--- src/rtl/mlp_seq_pkg.sv ---
// mlp_seq_pkg: shared FSM states and layer-selection helpers for the layer sequencer
package mlp_seq_pkg;
  typedef enum logic [1:0] {IDLE, RUN, DONE} state_t;
  localparam int MAX_LAYERS = 64;
  localparam int MAX_LID_W = 6;
  typedef struct packed {
    logic                 valid;
    logic [MAX_LID_W-1:0] idx;
  } nxt_t;
  function automatic int lid_w(input int n);
    return n > 1 ? $clog2(n) : 1;
  endfunction
  // lowest unskipped layer at or above 'from', among the first n layers
  function automatic nxt_t next_unskipped(input logic [MAX_LAYERS-1:0] mask, input int from, input int n);
    nxt_t r;
    r = '0;
    for (int i = MAX_LAYERS - 1; i >= 0; i--)
      if (i >= from && i < n && !mask[i]) r = '{valid: 1'b1, idx: MAX_LID_W'(i)};
    return r;
  endfunction
endpackage

--- src/rtl/seq_sat_counter.sv ---
// seq_sat_counter: clearable, enabled up-counter that sticks at all-ones
module seq_sat_counter #(
  parameter int W = 8
) (
  input  logic         clock_i,
  input  logic         reset_i,
  input  logic         clr_i,
  input  logic         en_i,
  output logic [W-1:0] cnt_o
);
  logic [W-1:0] cnt_q;
  // clear has priority over counting; stop at the maximum value
  always_ff @(posedge clock_i or posedge reset_i)
    if (reset_i) cnt_q <= '0;
    else if (clr_i) cnt_q <= '0;
    else if (en_i && !(&cnt_q)) cnt_q <= cnt_q + W'(1);
  assign cnt_o = cnt_q;
endmodule

--- src/rtl/mlp_layer_sequencer.sv ---
// mlp_layer_sequencer: launches unskipped layer engines in order with a per-layer watchdog; MLP_SEQ_PROFILE_EN adds cycle counters
module mlp_layer_sequencer
  import mlp_seq_pkg::*;
#(
  parameter int NUM_LAYERS = 2,
  parameter int CNT_W = 32,
  parameter int TMO_W = 24,
  localparam int LID_W = lid_w(NUM_LAYERS)
) (
  input  logic                        clock_i,
  input  logic                        reset_i,
  input  logic                        ap_start_i,
  output logic                        ap_ready_o,
  output logic                        ap_done_o,
  output logic                        ap_idle_o,
  input  logic [NUM_LAYERS-1:0]       skip_mask_i,
  output logic [NUM_LAYERS-1:0]       layer_start_o,
  input  logic [NUM_LAYERS-1:0]       layer_ready_i,
  input  logic [NUM_LAYERS-1:0]       layer_done_i,
  output logic [LID_W-1:0]            cur_layer_o,
  input  logic [TMO_W-1:0]            timeout_cycles_i,
  output logic                        error_o,
  output logic [LID_W-1:0]            err_layer_o,
  input  logic                        err_clear_i,
  output logic [NUM_LAYERS*CNT_W-1:0] layer_cycles_o,
  output logic [CNT_W-1:0]            total_cycles_o
);
  state_t                  state_q, state_d;
  logic [LID_W-1:0]        idx_q, idx_d, cur_q, cur_d, errl_q, errl_d;
  logic [NUM_LAYERS-1:0]   mask_q, mask_d;
  logic                    pend_q, pend_d, error_q, error_d;
  logic [TMO_W-1:0]        wd;
  logic                    accept, launch, tmo_hit, unused_idx_hi;
  nxt_t                    first, after;

  assign first = next_unskipped(MAX_LAYERS'(skip_mask_i), 0, NUM_LAYERS);
  assign after = next_unskipped(MAX_LAYERS'(mask_q), int'(idx_q) + 1, NUM_LAYERS);
  assign unused_idx_hi = ^{first.idx, after.idx};
  assign accept = state_q == IDLE && ap_start_i;
  assign tmo_hit = |timeout_cycles_i && wd == timeout_cycles_i - TMO_W'(1);

  // next-state logic: accept, launch/advance layers, watchdog abort, done pulse
  always_comb begin
    state_d = state_q;
    idx_d = idx_q;
    cur_d = cur_q;
    mask_d = mask_q;
    pend_d = pend_q;
    launch = 1'b0;
    error_d = err_clear_i ? 1'b0 : error_q;
    errl_d = err_clear_i ? '0 : errl_q;
    case (state_q)
      IDLE:
        if (ap_start_i) begin
          mask_d = skip_mask_i;
          state_d = first.valid ? RUN : DONE;
          if (first.valid) begin
            idx_d = LID_W'(first.idx);
            cur_d = LID_W'(first.idx);
            pend_d = 1'b1;
            launch = 1'b1;
          end
        end
      RUN: begin
        if (layer_ready_i[idx_q]) pend_d = 1'b0;
        if (layer_done_i[idx_q]) begin
          state_d = after.valid ? RUN : DONE;
          pend_d = after.valid;
          launch = after.valid;
          if (after.valid) begin
            idx_d = LID_W'(after.idx);
            cur_d = LID_W'(after.idx);
          end
        end else if (tmo_hit) begin
          error_d = 1'b1;
          errl_d = idx_q;
          pend_d = 1'b0;
          state_d = DONE;
        end
      end
      default: state_d = IDLE;
    endcase
  end

  // state and control registers
  always_ff @(posedge clock_i or posedge reset_i)
    if (reset_i) begin
      state_q <= IDLE;
      idx_q <= '0;
      cur_q <= '0;
      mask_q <= '0;
      pend_q <= 1'b0;
      error_q <= 1'b0;
      errl_q <= '0;
    end else begin
      state_q <= state_d;
      idx_q <= idx_d;
      cur_q <= cur_d;
      mask_q <= mask_d;
      pend_q <= pend_d;
      error_q <= error_d;
      errl_q <= errl_d;
    end

  seq_sat_counter #(.W(TMO_W)) u_wd (
    .clock_i(clock_i), .reset_i(reset_i), .clr_i(launch), .en_i(state_q == RUN), .cnt_o(wd)
  );

  assign ap_ready_o = accept;
  assign ap_done_o = state_q == DONE;
  assign ap_idle_o = state_q == IDLE;
  assign layer_start_o = (state_q == RUN && pend_q) ? NUM_LAYERS'(1) << idx_q : '0;
  assign cur_layer_o = cur_q;
  assign error_o = error_q;
  assign err_layer_o = errl_q;

`ifdef MLP_SEQ_PROFILE_EN
  for (genvar i = 0; i < NUM_LAYERS; i++) begin : g_lc
    seq_sat_counter #(.W(CNT_W)) u_lc (
      .clock_i(clock_i), .reset_i(reset_i), .clr_i(accept),
      .en_i(state_q == RUN && idx_q == LID_W'(i)), .cnt_o(layer_cycles_o[i*CNT_W +: CNT_W])
    );
  end
  seq_sat_counter #(.W(CNT_W)) u_total (
    .clock_i(clock_i), .reset_i(reset_i), .clr_i(accept), .en_i(state_q != IDLE), .cnt_o(total_cycles_o)
  );
`else
  assign layer_cycles_o = '0;
  assign total_cycles_o = '0;
`endif
endmodule

--- config.mk ---
export PLATFORM = sky130hd
export DESIGN_NAME = mlp_layer_sequencer
export DESIGN_NICKNAME = d
export VERILOG_FILES = /design/src/rtl/mlp_seq_pkg.sv /design/src/rtl/seq_sat_counter.sv /design/src/rtl/mlp_layer_sequencer.sv
export SDC_FILE = /design/constraint.sdc
export NUM_CORES = 1
export LEC_CHECK = 0
export CAP_MARGIN = 20
export CELL_PAD_IN_SITES_DETAIL_PLACEMENT = 0
export CELL_PAD_IN_SITES_GLOBAL_PLACEMENT = 1
export CORE_ASPECT_RATIO = 1.25
export CORE_MARGIN = 10
export CORE_UTILIZATION = 31
export CTS_CLUSTER_SIZE = 40
export DETAILED_ROUTE_END_ITERATION = 12
export PLACE_DENSITY = 0.93
export SLEW_MARGIN = 40
export SYNTH_ARGS = -nofsm -noshare
export SYNTH_HDL_FRONTEND = slang
export SYNTH_SLANG_ARGS = --single-unit
--- constraint.sdc ---
create_clock -name clock_i -period 3.3 [get_ports clock_i]
set_input_delay 0.66 -clock clock_i [delete_from_list [all_inputs] [get_ports clock_i]]
set_output_delay 0.66 -clock clock_i [all_outputs]
set_load 0.1 [all_outputs]
==> results.tsv <==
stage	metric	value	unit
die	Die X	111	µm
worst_setup_path	crit path buf inv count	3	
run_status	failing checks	setup timing	
worst_setup_path	CP Data Required Time	3.47	ns
detailed_routing	Routed Antenna Nets	0	
run_status	status	finished, violations left	
worst_setup_path	Max stage delay cell, worst path	or4b_4	
clocking	worst skew pair latency	0.28	ns
timing	Worst Tran Pin Value	0.573	ns
min_path	hold endpoint	mask_q[1]	
timing	RSZ-0062 raised after global routing	true	
layout	Final Util	0.388	
placed_design	area of placed instances	3640	µm²
placed_design	RePlAce Congestion	0.940	
min_path	Hold Startpoint	mask_q[1]	
min_path	hold path cells	1	
worst_setup_path	Critical R2R Launch	u_wd.cnt_o[3]	
detailed_routing	DRT iter0 DRCs	117	
yosys	area leader, netlist	dfrtp_1	
timing	slew margin rel.	0.618	
timing	FMAX	0.299	GHz
layout	fin area	3920	µm²
min_path	worst hold path class	reg -> reg	
worst_setup_path	peak fanout along the critical path	5	
yosys	synth warn	0	
timing	Setup-failing EPs final	1	
detailed_routing	routed length per instance	13.7	µm
detailed_routing	Avg Vias per Cell	4.48	
detailed_routing	Routed Wire Length	8220	µm
layout	n_diodes	0	
yosys	Area contributors post-synth	dfrtp_1 24%, buf_4 22%, xor2_1 6.5%, xnor2_1 6.0%, nor2_1 4.4%	
worst_setup_path	Critical Path End Type	flop	
yosys	Mapped Area	3220	µm²
layout	share of cells above drive strength 1	0.191	
pwr	VDD IR max	0.347	mV
worst_setup_path	CP max stage delay	0.60	ns
clocking	CTS tree	yes	
yosys	Synth Instances	393	
detailed_routing	DRC errors left	0	
die	Site Rows	41	
placed_design	Final HPWL DP	6600	µm
pwr	PwrDens	557	nW/µm²
worst_setup_path	CP arrival	3.51	ns
clocking	Root Driver	clkbuf_16	
clocking	CTS Buf Count	5	
placed_design	Placed Cells	584	
die	Core ar.	10100	µm²
timing	Worst Skew	0.00642	ns
timing	Final Slew Violations	0	
yosys	Mapped Avg Cell Area	8.20	µm²
clocking	worst-case clock buffer depth	2	
yosys	register bit count reported by yosys	31	
die	initial core utilization	0.319	
die	IO Pins	138	
die	die area	14900	µm²
timing	post-route clock period utilization	1.01	
layout	Non-Filler Instances	599	
yosys	Synth top area share	0.241	
pwr	Leak	0.00173	µW
placed_design	I/O Buffers	41	
yosys	asr flop ratio synth	1.00	
worst_setup_path	Top Family by Delay on Critical Path	simple AND/OR/NAND/NOR gates	
detailed_routing	TritonRoute pass-1 iters	4	
detailed_routing	vias	2685	
timing	post-route setup slack	-0.0409	ns
layout	Area Overhead vs Synth	21.7	%
worst_setup_path	CP Cell Sequence	buf_12 > inv_12 > ha_4 > or4b_4 > or4b_4 > buf_6 > nor4_2 > a21oi_1 > or4_4 > a21oi_2 > nand3_2 > mux2_4	
yosys	Main synth FF type	dfrtp_1	
timing	crit path time final	3.34	ns
worst_setup_path	cell repeated most along the worst path	or4b_4	
worst_setup_path	Crit Path Class	in -> reg	
grt	Total GRT Usage	0.104	
yosys	unique cell type count in the Yosys netlist	58	
layout	nets	505	
worst_setup_path	R2R cell count	8	
worst_setup_path	worst reg-to-reg setup slack	0.60	ns
job	number of max-cap violations	0	
yosys	Post-synth EDFFs	0	
grt	Overflow after GRT	0	
grt	largest net degree at the start of global routing	32	
timing	Setup TNS	-0.0409	ns
clocking	H-Tree Level Count	2	
worst_setup_path	reg-to-reg endpoint	err_layer_o	
grt	initial antenna violation count	0	
timing	endpoints failing hold	0	
clocking	Worst-path clk slew	0.05	ns
worst_setup_path	critical path depth in cells	12	
clocking	clk sinks	31	
grt	vias in the first global route	2784	
clocking	Post-CTS Hold Buffers	0	
yosys	Seq/Total Area, Yosys	0.241	
die	Die Span Y	134	µm
grt	first-pass GRT wire length	13300	µm
worst_setup_path	Worst setup SP type	input port	
==> placed cells by master, fill, tap and decap left out, types with 4 or more instances in the layout <==
cell / n
or3_1: 4
nor2b_1: 10
nor4_1: 5
xnor2_1: 22
inv_1: 7
nor3_1: 13
o21ai_0: 5
xor2_1: 24
nand2_1: 17
nor2_1: 37
buf_4: 47
nand4_1: 7
or4_4: 5
a21oi_1: 11
o21ai_1: 5
clkdlybuf4s50_1: 20
clkdlybuf4s15_1: 4
nand3b_1: 4
conb_1: 96
nand2b_1: 6
nand3_1: 9
and2_1: 4
clkbuf_16: 5
dfrtp_1: 31
==> state kept, by name, summed over array words and instances, names as in the netlist <==
| signal | flops |
|---|---|
| error_o | 1 |
| mask_q | 1 |
| state_q | 2 |
| err_layer_o | 1 |
| cur_layer_o | 1 |
| u_wd.cnt_o | 24 |
| pend_q | 1 |
==> timing repair <==
action / in CTS / in global routing
pin swaps: 12 / 6
setup endpoints to repair: 5 / 5
buffers inserted: 5 / 2
resized for setup: 41 / 14
endpoints found under the hold margin: 0 / 0
==> cells in the mapped netlist, drive strengths merged (9+ instances only) <==
library cell	count
nor2	39
nand2	17
o21ai	11
xnor2	22
dfrtp	31
nor2b	10
buf	100
xor2	24
a21oi	12
inv	9
nand3	10
nor3	14
==> worst max-delay path by stage <==
stage                         from           to  slack, ns
6_report       timeout_cycles_i[1]  err_layer_o      -0.04
5_1_grt        timeout_cycles_i[1]  err_layer_o      -0.16
4_1_cts        timeout_cycles_i[0]  err_layer_o      -0.11
3_5_place_dp   timeout_cycles_i[1]  err_layer_o      -0.93
3_3_place_gp   timeout_cycles_i[1]  err_layer_o      -0.87
2_1_floorplan  timeout_cycles_i[1]  err_layer_o      -0.21
==> worst register-to-register path, delay by kind of cell (launching register included) <==
| kind | cells | cell delay [ns] |
|---|---|---|
| compound gates | 3 | 0.85 |
| simple gates | 2 | 0.72 |
| flops | 1 | 0.42 |
| mux | 1 | 0.31 |
| xor+xnor | 2 | 0.29 |
==> through the flow <==
stage / total power, µW / setup slack [ns] / hold slack (ns)
floorplan: 1520 / -0.207 / 0.481
global placement: 1610 / -0.865 / 0.496
detailed placement: 1620 / -0.932 / 0.505
CTS: 2170 / -0.109 / 0.516
global route: 2280 / -0.158 / 0.531
finish: 2190 / -0.0409 / 0.512
==> layout make-up <==
| cell class | count | area [µm²] |
|---|---|---|
| Timing Repair Buffer | 81 | 692 |
| Clock buffer | 6 | 139 |
| Fill cell | 1041 | 6180 |
| Multi-Input combinational cell | 340 | 2060 |
| Inverter | 10 | 55.1 |
| Sequential cell | 31 | 776 |
| Tap cell | 129 | 161 |
| Clock inverter | 2 | 35.0 |
==> power by group <==
part	switching, µW	internal, µW
Combinational	911	231
Clock	168	375
Sequential	74.2	426
Total	1150	1030
==> cells by family after synthesis <==
logic type,count (synthesis),synth area share
AND/OR/NAND/NOR,143,0.247
other,1,0.00116
adder cells (fa/ha/maj),2,0.00777
buffers and inverters,117,0.256
AO/OA/AOI/OAI,48,0.105
XOR/XNOR,46,0.125
multiplexers,5,0.0179
flip-flops,31,0.241
==> metal layers <==
| metal | wire, µm | GRT usage |
|---|---|---|
| met5 | 0 | 0 |
| met1 | 3520 | 0.122 |
| met3 | 729 | 0.0366 |
| met2 | 3820 | 0.173 |
| met4 | 150 | 0.0358 |
Note: power is estimated with default switching activity, not from simulation.
